--- src/rtl/seq_shifter.sv ---
// Multi-cycle shift unit (SLL/SRL/SRA, optional ROTR) moving up to STEP bits per clock.
// Define SEQ_SHIFTER_ROTATE_EN to enable op 11 as rotate-right; otherwise op 11 acts as SLL.
module seq_shifter #(
    parameter int WIDTH   = 32,
    parameter int STEP    = 1,
    parameter int SHAMT_W = $clog2(WIDTH)
) (
    input  logic               clk,
    input  logic               rst_n,
    input  logic               start,
    input  logic [1:0]         op,
    input  logic [WIDTH-1:0]   data_in,
    input  logic [SHAMT_W-1:0] shamt,
    output logic               busy,
    output logic               done,
    output logic [WIDTH-1:0]   result
);

    typedef enum logic [1:0] {
        ST_IDLE  = 2'd0,
        ST_SHIFT = 2'd1,
        ST_DONE  = 2'd2
    } state_e;

    // STEP can equal WIDTH, so it needs one bit more than a shift amount
    localparam logic [SHAMT_W:0] STEP_W = (SHAMT_W + 1)'(STEP);

    state_e             state_q, state_d;
    logic [WIDTH-1:0]   acc_q, acc_d;
    logic [SHAMT_W-1:0] cnt_q, cnt_d;
    logic [1:0]         op_q, op_d;
    logic [WIDTH-1:0]   result_q, result_d;

    logic               accept_s;
    logic [SHAMT_W-1:0] step_amt_s;
    logic [SHAMT_W-1:0] cnt_next_s;
    logic [WIDTH-1:0]   acc_shift_s;

    function automatic logic [WIDTH-1:0] shift_once(
        input logic [1:0]         mode,
        input logic [WIDTH-1:0]   val,
        input logic [SHAMT_W-1:0] amt
    );
        logic [WIDTH-1:0] res;
        res = val << amt;
        case (mode)
            2'b00:   res = val << amt;
            2'b01:   res = val >> amt;
            // MSB of the accumulator never changes under SRA, so it is the captured sign
            2'b10:   res = $signed(val) >>> amt;
`ifdef SEQ_SHIFTER_ROTATE_EN
            // Left amount is (WIDTH - amt) mod WIDTH; amt == 0 degenerates to val | val
            2'b11:   res = (val >> amt) | (val << (SHAMT_W'(0) - amt));
`else
            2'b11:   res = val << amt;
`endif
            default: res = val << amt;
        endcase
        return res;
    endfunction

    assign accept_s    = start && (state_q != ST_SHIFT);
    assign step_amt_s  = ({1'b0, cnt_q} < STEP_W) ? cnt_q : STEP_W[SHAMT_W-1:0];
    assign cnt_next_s  = cnt_q - step_amt_s;
    assign acc_shift_s = shift_once(op_q, acc_q, step_amt_s);

    // State register
    always_ff @(posedge clk or negedge rst_n) begin
        if (!rst_n) begin
            state_q <= ST_IDLE;
        end else begin
            state_q <= state_d;
        end
    end

    // Next-state logic
    always_comb begin
        state_d = state_q;
        case (state_q)
            ST_IDLE, ST_DONE: begin
                if (accept_s) begin
                    state_d = (shamt == '0) ? ST_DONE : ST_SHIFT;
                end else begin
                    state_d = ST_IDLE;
                end
            end
            ST_SHIFT: begin
                if (cnt_next_s == '0) begin
                    state_d = ST_DONE;
                end else begin
                    state_d = ST_SHIFT;
                end
            end
            default: state_d = ST_IDLE;
        endcase
    end

    // Output decode
    always_comb begin
        busy   = (state_q == ST_SHIFT);
        done   = (state_q == ST_DONE);
        result = result_q;
    end

    // Datapath next values: operand capture, per-cycle step, result load
    always_comb begin
        acc_d    = acc_q;
        cnt_d    = cnt_q;
        op_d     = op_q;
        result_d = result_q;
        case (state_q)
            ST_IDLE, ST_DONE: begin
                if (accept_s) begin
                    acc_d = data_in;
                    cnt_d = shamt;
                    op_d  = op;
                    if (shamt == '0) begin
                        result_d = data_in;
                    end else begin
                        result_d = result_q;
                    end
                end else begin
                    acc_d = acc_q;
                end
            end
            ST_SHIFT: begin
                acc_d = acc_shift_s;
                cnt_d = cnt_next_s;
                if (cnt_next_s == '0) begin
                    result_d = acc_shift_s;
                end else begin
                    result_d = result_q;
                end
            end
            default: begin
                acc_d = '0;
                cnt_d = '0;
            end
        endcase
    end

    // Datapath registers
    always_ff @(posedge clk or negedge rst_n) begin
        if (!rst_n) begin
            acc_q    <= '0;
            cnt_q    <= '0;
            op_q     <= 2'b00;
            result_q <= '0;
        end else begin
            acc_q    <= acc_d;
            cnt_q    <= cnt_d;
            op_q     <= op_d;
            result_q <= result_d;
        end
    end

endmodule

--- config.mk ---
export PLATFORM = sky130hd
export DESIGN_NAME = seq_shifter
export DESIGN_NICKNAME = d
export VERILOG_FILES = /design/src/rtl/seq_shifter.sv
export SDC_FILE = /design/constraint.sdc
export NUM_CORES = 1
export LEC_CHECK = 0
export ABC_AREA = 1
export BUFFER_PORTS_ARGS = -buffer_cell sky130_fd_sc_hd__buf_2
export CAP_MARGIN = 20
export CORE_MARGIN = 2
export CORE_UTILIZATION = 50
export CTS_CLUSTER_SIZE = 12
export DETAILED_ROUTE_END_ITERATION = 12
export GPL_TIMING_DRIVEN = 0
export PLACE_DENSITY = 0.72
export SYNTH_ARGS = -nofsm -noshare
export SYNTH_HDL_FRONTEND = slang
export SYNTH_SLANG_ARGS = --single-unit
--- constraint.sdc ---
create_clock -name clk -period 2.8 [get_ports clk]
set_input_delay 0.14 -clock clk [delete_from_list [all_inputs] [get_ports clk]]
set_output_delay 0.14 -clock clk [all_outputs]
set_load 0.005 [all_outputs]
==> flow_metrics.tcl, run 1 <==
set metrics [dict create \
    outcome "complete, no violations" \
    hold_end "op_q[0]$_DFFE_PN0P_" \
    vias 4519 \
    routed_wl_um 11800 \
    holdBufCountCts 2 \
    viasPerCell 5.19 \
    core_sq_um 8640 \
    rrSetupSlack_ns 0.30 \
    rows 34 \
    cts_buffer_depth 2 \
    tightest_slew_ns 0.531 \
    setup-tns-final_ns 0 \
    rsz0062_at_grt "false" \
    pwr-share-seq_pct 28.1 \
    ys_ff_latch 73 \
    yosysWarnings 0 \
    drtPass1Iterations 8 \
    finalSetupViolCount 0 \
    cts_max_level 3 \
    synth_async_sr_flop_share_pct 100 \
    drtIter0Drc 261 \
    p_leak_uw 0.00297 \
    die_area_sq_um 9600 \
    finalCritPeriodShare_pct 89.5 \
    peakVddDrop_uv 523 \
    hp-class "in -> reg" \
    crit_type "reg -> reg" \
    fmax_ghz 0.399 \
    slew_viol_final 0 \
    synthToLayoutAreaGrowth_pct 16.8 \
    crit_arrival_ns 2.81 \
    netlist_area_sq_um 4410 \
    synth_fp_nets 715 \
    p_comb_share_pct 59.2 \
    io_buffers 75 \
    r2r-start "cnt_q[2]$_DFFE_PN0P_" \
    setup_slack_ns 0.295 \
    grt_pass1_vias 4298 \
    clock_latency_ns 0.37 \
    grt_pass1_wl_um 20200 \
    switching_power_uw 3220 \
    pre_cts_ws_ns 0.363 \
    antenna_cells 0 \
    hp-start "op[0]" \
    met2_usage_pct 41.7 \
    overflow 0 \
    drive_above_1_share_pct 15.5 \
    required_ns 3.11 \
    place.gp.congestion 0.885 \
    clock_skew_ns 0.00893 \
    worstPathMaxFanout 10 \
    cts_tree "built" \
    initial_core_util_pct 51.1 \
    gr-usage-all-layers_pct 25.8 \
    powerDensity_nw_per_um2 1290 \
    period_needed_ns 2.50 \
    clk_pin_slew_ns 0.08 \
    yosysSeqAreaShare_pct 41.4 \
    cts_buffers 9 \
    netlist.area_leader.share_pct 41.4 \
    p_int_uw 3410 \
    synth_edf_count 0 \
    relSlewSlack_pct 64.6 \
    ys_types 25 \
    nNetsFinal 804 \
    grt.met3_usage_pct 4.37 \
    finalHoldViolCount 0 \
    synthCells 669 \
    drc 0 \
    antenna_found_initial 0 \
    instances_no_fill 871 \
    postLayoutCoreUtil_pct 59.7 \
    ios 76 \
    fin_area_sq_um 5160 \
    grt_max_degree 43 \
    synth_area_leader_cell "dfrtp_1" \
    wl_per_cell_um 13.6 \
    r2r_end "result[6]$_DFFE_PN0P_" \
    cts_setup_buffers 0 \
    detail-route-antenna-nets 0 \
    synth_area_leaders "dfrtp_1, nand2_1, a21oi_1" \
    use_met1_pct 35.2 \
    cts-root-buf "clkbuf_8" \
    hpwlAfterDp_um 8540 \
    fp.dieW_um 98.0 \
    sw_frac_of_total_pct 48.5 \
    die_y_um 98.0 \
    cts_sinks 73 \
    placed_area_sq_um 4950 \
    cts_resized 0 \
    min_path_cells 3 \
    yosys-top-cells-count "nand2_1, dfrtp_1, a21oi_1, inv_1, nor2_1" \
    dp_cells 853 \
    critPathLaunchType "register" \
    synth.most_common_cell "nand2_1" \
    syn_area_per_cell_sq_um 6.60 \
    critPathCaptureType "register" \
    cap_violations 0 \
    synth_flop_cell "dfrtp_1" \
    clkPwrFrac_pct 12.7 \
    reg2reg_depth 13 \
    top_usage_layer "met2" \
]
-- sequential cells by signal (all words and copies together), names as in the netlist --
register,flops
acc_q,32
result,32
state_q,2
op_q,2
cnt_q,5
-- routing by layer --
layer	vias up	share of wire, %
li1	2277	-
met5	-	0
met1	2072	47
met3	24	6.0
met4	0	2.0
met2	146	45
-- critical path: stages, from the launching register on --
cell,delay (ns)
dfrtp_1,0.44
nor2_2,0.22
nand2_1,0.08
nand2_1,0.13
inv_1,0.06
ha_1,0.22
xnor2_1,0.19
nand2_1,0.09
nor2_1,0.18
nand3_2,0.24
nand2_2,0.22
buf_4,0.21
nand2_1,0.10
nand2_1,0.07
-- worst max-delay path by stage --
stage               cells past startpoint                     end                  from  slack [ns]
finish                                 13   result[6]$_DFFE_PN0P_  cnt_q[2]$_DFFE_PN0P_        0.30
global route                           13  result[28]$_DFFE_PN0P_  cnt_q[2]$_DFFE_PN0P_        0.04
CTS                                    13   result[6]$_DFFE_PN0P_  cnt_q[2]$_DFFE_PN0P_        0.32
detailed placement                     13   result[6]$_DFFE_PN0P_  cnt_q[2]$_DFFE_PN0P_        0.36
global placement                       13   result[6]$_DFFE_PN0P_  cnt_q[2]$_DFFE_PN0P_        0.36
floorplan                              12   result[0]$_DFFE_PN0P_  cnt_q[2]$_DFFE_PN0P_        0.87
-- stage by stage --
step,power (uW),hold slack (ns)
finish,6630,0.0109
global route,7330,0.0339
CTS,6620,0.000849
detailed placement,5760,0.114
global placement,5650,0.350
floorplan,4690,-0.156
-- cell usage in the layout, fill, tap and decap left out, types with 4 or more instances in the layout --
| cell | Yosys | routed |
|---|---|---|
| a21oi_1 | 64 | 64 |
| buf_4 | 3 | 4 |
| dfrtp_1 | 73 | 73 |
| inv_1 | 48 | 48 |
| clkbuf_8 | 0 | 10 |
| buf_2 | 12 | 86 |
| nand3_1 | 37 | 37 |
| ha_1 | 4 | 4 |
| o21ai_0 | 39 | 39 |
| clkbuf_1 | 20 | 23 |
| nand2_1 | 305 | 305 |
| nor2_1 | 41 | 41 |
-- kinds of logic after synthesis --
group	Yosys count	share of synthesized area (%)
simple gates	394	36.1
compound gates	108	12.5
buf+inv	89	8.67
flops	73	41.4
fa+ha+maj	4	1.13
xor+xnor	1	0.198
-- layout make-up --
cell class                      instances  area [sq um]
Buffer                                 38           191
Clock buffer                           13           149
Clock inverter                          3          40.0
Fill cell                             843          3480
Inverter                               51           191
Multi-Input combinational cell        507          2200
Sequential cell                        73          1830
Tap cell                              108           135
Timing Repair Buffer                   78           418
-- power by group through the flow --
stage	Clock, uW	Sequential [uW]	Combinational [uW]
after floorplan	0	1870	2830
after global placement	0	1860	3780
after detailed placement	0	1880	3880
after CTS	852	1860	3900
after global routing	898	1930	4500
final	843	1860	3920
No activity file was read; power rests on OpenSTA's default activity.
==> inputs of run 2 (changes only) <==
- CORE_MARGIN: 2 -> default
- CTS_BUF_LIST: default -> sky130_fd_sc_hd__clkbuf_16
==> flow_metrics.tcl, run 2 (synthesis gave the netlist of run 1 again) <==
set metrics [dict create \
    outcome "complete, no violations" \
    viasPerCell 5.27 \
    drc 0 \
    crit_type "reg -> reg" \
    detail-route-antenna-nets 0 \
    finalHoldViolCount 0 \
    drive_above_1_share_pct 15.6 \
    cap_violations 0 \
    place.gp.congestion 0.894 \
    finalCritPeriodShare_pct 88.2 \
    clock_skew_ns 0.00613 \
    setup-tns-final_ns 0 \
    drtPass1Iterations 5 \
    cp-startpoint "cnt_q[2]$_DFFE_PN0P_" \
    ios 76 \
    die_y_um 96.0 \
    worstPathMaxFanout 10 \
    hp-class "in -> reg" \
    tightest_slew_ns 0.492 \
    grt_max_degree 47 \
    fp.dieW_um 96.0 \
    overflow 0 \
    antenna_found_initial 0 \
    synthToLayoutAreaGrowth_pct 18.9 \
    cpMaxStageDelayCell "dfrtp_1" \
    total_power_uw 6960 \
    clock_latency_ns 0.34 \
    p_leak_uw 0.00302 \
    cts-root-buf "clkbuf_16" \
    relSlewSlack_pct 67.0 \
    grt_pass1_wl_um 19500 \
    powerDensity_nw_per_um2 1330 \
    io_buffers 75 \
    rows 33 \
    cpPeakStageDelay_ns 0.43 \
    drtIter0Drc 257 \
    crit_arrival_ns 2.74 \
    cts_max_level 3 \
    fmax_ghz 0.405 \
    mostFrequentLayoutCells "nand2_1, buf_2, dfrtp_1" \
    dp_cells 850 \
    period_needed_ns 2.47 \
    clk_pin_slew_ns 0.06 \
    final_common_cell "nand2_1" \
    critPathCaptureType "register" \
    vias 4570 \
    antenna_cells 0 \
    slew_viol_final 0 \
    cts_buffers 9 \
    cts_buffer_depth 2 \
    peakVddDrop_uv 545 \
    die_area_sq_um 9210 \
    critPathLaunchType "register" \
    nNetsFinal 803 \
    instances_no_fill 867 \
    r2r-start "cnt_q[2]$_DFFE_PN0P_" \
    cts_tree "built" \
    finalSetupViolCount 0 \
    worst_path_most_repeated_cell "nand2_1" \
    initial_core_util_pct 52.7 \
    wl_per_cell_um 13.7 \
    routed_wl_um 11900 \
    crit_chain "nor2_2 -> nand2_1 -> nand2_1 -> inv_1 -> ha_1 -> xnor2_1 -> nand2_1 -> nor2_1 -> nand3_2 -> nand2_2 -> buf_4 -> nand2_1 -> nand2_1" \
    required_ns 3.08 \
    rsz0062_at_grt "false" \
    cts_sinks 73 \
    cts_setup_buffers 0 \
    hp-start "op[1]" \
    gr-usage-all-layers_pct 27.7 \
    hpwlAfterDp_um 8550 \
    core_sq_um 8380 \
    grt_pass1_vias 4263 \
]
==> run 2: cell types whose count changed in the layout (fill, tap and decap cells not counted), sizes merged <==
cell / previous run / this run
clkinvlp: 0 / 1
dlygate4sd3: 2 / 1
inv: 51 / 53
clkinv: 2 / 3
clkbuf: 33 / 29
==> run 2: power breakdown <==
part | internal (uW) | total [uW] | switching (uW) | leakage [uW]
logic | 1400 | 3950 | 2550 | 0.00197
registers | 1580 | 1880 | 297 | 0.000902
clock network | 681 | 1130 | 451 | 0.000148
total | 3660 | 6960 | 3300 | 0.00302
==> run 2: worst paths after layout <==
check	depth (start not counted)	slack, ns	endpoint
worst max-delay path	13	0.33	result[6]$_DFFE_PN0P_
worst min-delay path	3	0.01	op_q[1]$_DFFE_PN0P_
worst max register to register	13	0.33	result[6]$_DFFE_PN0P_
worst min register to register	2	0.50	result[2]$_DFFE_PN0P_
max in group asynchronous	3	1.97	result[19]$_DFFE_PN0P_
min in group asynchronous	2	0.27	cnt_q[1]$_DFFE_PN0P_
==> run 2: layer usage <==
layer / GRT usage (%) / wire, um / part of all wire, % / up-vias
li1: - / - / - / 2286
met1: 34.9 / 5300 / 44 / 2083
met2: 48.3 / 5670 / 48 / 182
met3: 3.95 / 767 / 6.4 / 19
met4: 10.2 / 180 / 1.5 / 0
met5: 0 / 0 / 0 / -
==> run 2: area by class of cell <==
type                            instances  area (sq um)
Buffer                                 38           191
Clock buffer                            9           225
Clock inverter                          7          63.8
Fill cell                             805          3130
Inverter                               51           191
Multi-Input combinational cell        507          2200
Sequential cell                        73          1830
Tap cell                              105           131
Timing Repair Buffer                   77           415
==> run 2: what timing repair did <==
| action | CTS | global route |
|---|---|---|
| hold buffers | 1 | 0 |
| resized for setup | 0 | 0 |
| hold endpoints to repair | 27 | 0 |
==> run 2: critical path: cells and delay by family (launching register included) <==
kind | cells | cell delay [ns]
adders and majority gates | 1 | 0.22
DFF | 1 | 0.43
xor gates and xnor gates | 1 | 0.21
and+or+nand+nor | 9 | 1.27
buffers and inverters | 2 | 0.27
==> run 2: per-stage QoR <==
step	util [%]	cell area, sq um	hold WS [ns]	setup WS (ns)
global placement	58.7	4920	0.349	0.367
finish	62.6	5250	0.0101	0.332
floorplan	-	4410	-0.156	0.866
detailed placement	59.1	4950	0.0963	0.343
CTS	62.6	5250	0.00774	0.326
global route	62.6	5250	0.0486	0.0779
==> inputs of run 3 (changes only) <==
- CORE_MARGIN: default -> 10
==> flow_metrics.tcl, run 3 (synthesis gave the netlist of run 1 again) <==
set metrics [dict create \
    instances_no_fill 868 \
    clk_pin_slew_ns 0.06 \
    cts_tree "built" \
    hp-class "in -> reg" \
    drtPass1Iterations 4 \
    rows 34 \
    p_leak_uw 0.00300 \
    cts-root-buf "clkbuf_16" \
    dr_wl_met2_um 5880 \
    r2r-start "cnt_q[2]$_DFFE_PN0P_" \
    finalCritPeriodShare_pct 90.0 \
    clock_skew_ns 0.00632 \
    slew_viol_final 0 \
    cap_violations 0 \
    ios 76 \
    r2r_end "result[6]$_DFFE_PN0P_" \
    hp-start "op[1]" \
    rrSetupSlack_ns 0.28 \
    die_area_sq_um 13000 \
    placed_area_sq_um 4950 \
    grt_pass1_vias 4370 \
    cts_buffers 9 \
    detail-route-antenna-nets 0 \
    fmax_ghz 0.397 \
    peakVddDrop_uv 530 \
    drive_above_1_share_pct 15.5 \
    hpwlAfterDp_um 9220 \
    min_path_cells 3 \
    cts_max_level 3 \
    viasPerCell 5.16 \
    relSlewSlack_pct 63.8 \
    synthToLayoutAreaGrowth_pct 18.2 \
    drtIter0Drc 305 \
    clock_latency_ns 0.34 \
    fin_area_sq_um 5220 \
    antenna_found_initial 0 \
    dp_cells 853 \
    total_power_uw 6840 \
    critPathLaunchType "register" \
    top_layer_used "met4" \
    fp.dieW_um 114 \
    dr_wl_met3_um 771 \
    wl_per_cell_um 14.5 \
    grt_max_degree 48 \
    period_needed_ns 2.52 \
    place.gp.congestion 0.887 \
    powerDensity_nw_per_um2 1310 \
    final_common_cell "nand2_1" \
    hold_ws_ns 0.0252 \
    hold_end "op_q[1]$_DFFE_PN0P_" \
    outcome "complete, no violations" \
    nNetsFinal 803 \
    grt_pass1_wl_um 20800 \
    crit_type "reg -> reg" \
    routed_wl_um 12600 \
    rsz0062_at_grt "false" \
    initial_core_util_pct 50.9 \
    gr-usage-all-layers_pct 19.2 \
    cts_buffer_depth 2 \
    crit_arrival_ns 2.79 \
    tightest_slew_ns 0.543 \
    critPathCaptureType "register" \
    overflow 0 \
    die_y_um 114 \
    finalHoldViolCount 0 \
    required_ns 3.07 \
    drc 0 \
    io_buffers 75 \
    finalSetupViolCount 0 \
    antenna_cells 0 \
    cts_resized 0 \
    worstPathMaxFanout 10 \
    cts_sinks 73 \
    reg2reg_depth 13 \
    vias 4481 \
    met1Wirelength_um 5780 \
    mostFrequentLayoutCells "nand2_1, buf_2, dfrtp_1" \
    setup-tns-final_ns 0 \
    core_sq_um 8680 \
]
## run 3: repair_timing
| item | in CTS | in global routing |
|---|---|---|
| endpoints found under the hold margin | 26 | 0 |
| setup buffers | 0 | 0 |
| hold buffers | 1 | 0 |
## run 3: critical path: stages (launching register included)
cell and delay (ns):
dfrtp_1 0.43, nor2_2 0.22, nand2_1 0.08, nand2_1 0.13, inv_1 0.06, ha_1 0.22, xnor2_1 0.20, nand2_1 0.08
nor2_1 0.20, nand3_2 0.24, nand2_2 0.22, buf_4 0.21, nand2_1 0.10, nand2_1 0.06
## run 3: area by class of cell
class	instances	area, sq um
inverters	51	191
flip-flops and latches	73	1830
clock inverters	5	26.3
fillers	830	3460
clock buffers	9	225
well taps	108	135
multi-input cells	507	2200
plain buffers	38	191
repair buffers	77	415
## run 3: through the flow
step	worst slack, ns	utilization, %
final	0.280	60.1
after global routing	0.0692	60.1
after CTS	0.289	60.1
after detailed placement	0.320	57.1
after global placement	0.358	56.7
after floorplan	0.866	-
## run 3: how the worst max path moves through the flow
stage,from,endpoint,slack (ns),cells past startpoint
5_1_grt,cnt_q[3]$_DFFE_PN0P_,result[6]$_DFFE_PN0P_,0.07,13
2_1_floorplan,cnt_q[2]$_DFFE_PN0P_,result[0]$_DFFE_PN0P_,0.87,12
3_3_place_gp,cnt_q[2]$_DFFE_PN0P_,result[6]$_DFFE_PN0P_,0.36,13
4_1_cts,cnt_q[2]$_DFFE_PN0P_,result[6]$_DFFE_PN0P_,0.29,13
3_5_place_dp,cnt_q[2]$_DFFE_PN0P_,result[6]$_DFFE_PN0P_,0.32,13
6_report,cnt_q[2]$_DFFE_PN0P_,result[6]$_DFFE_PN0P_,0.28,13
## run 3: metal layers
metal / track usage, % / up-vias
li1: - / 2283
met1: 25.1 / 2055
met2: 31.3 / 131
met3: 4.09 / 12
met4: 5.60 / 0
met5: 0 / -
## run 3: power by group
group | switching (uW) | total (uW) | internal [uW]
Combinational | 2550 | 3950 | 1400
Sequential | 293 | 1880 | 1580
Clock | 436 | 1020 | 581
Total | 3280 | 6840 | 3560
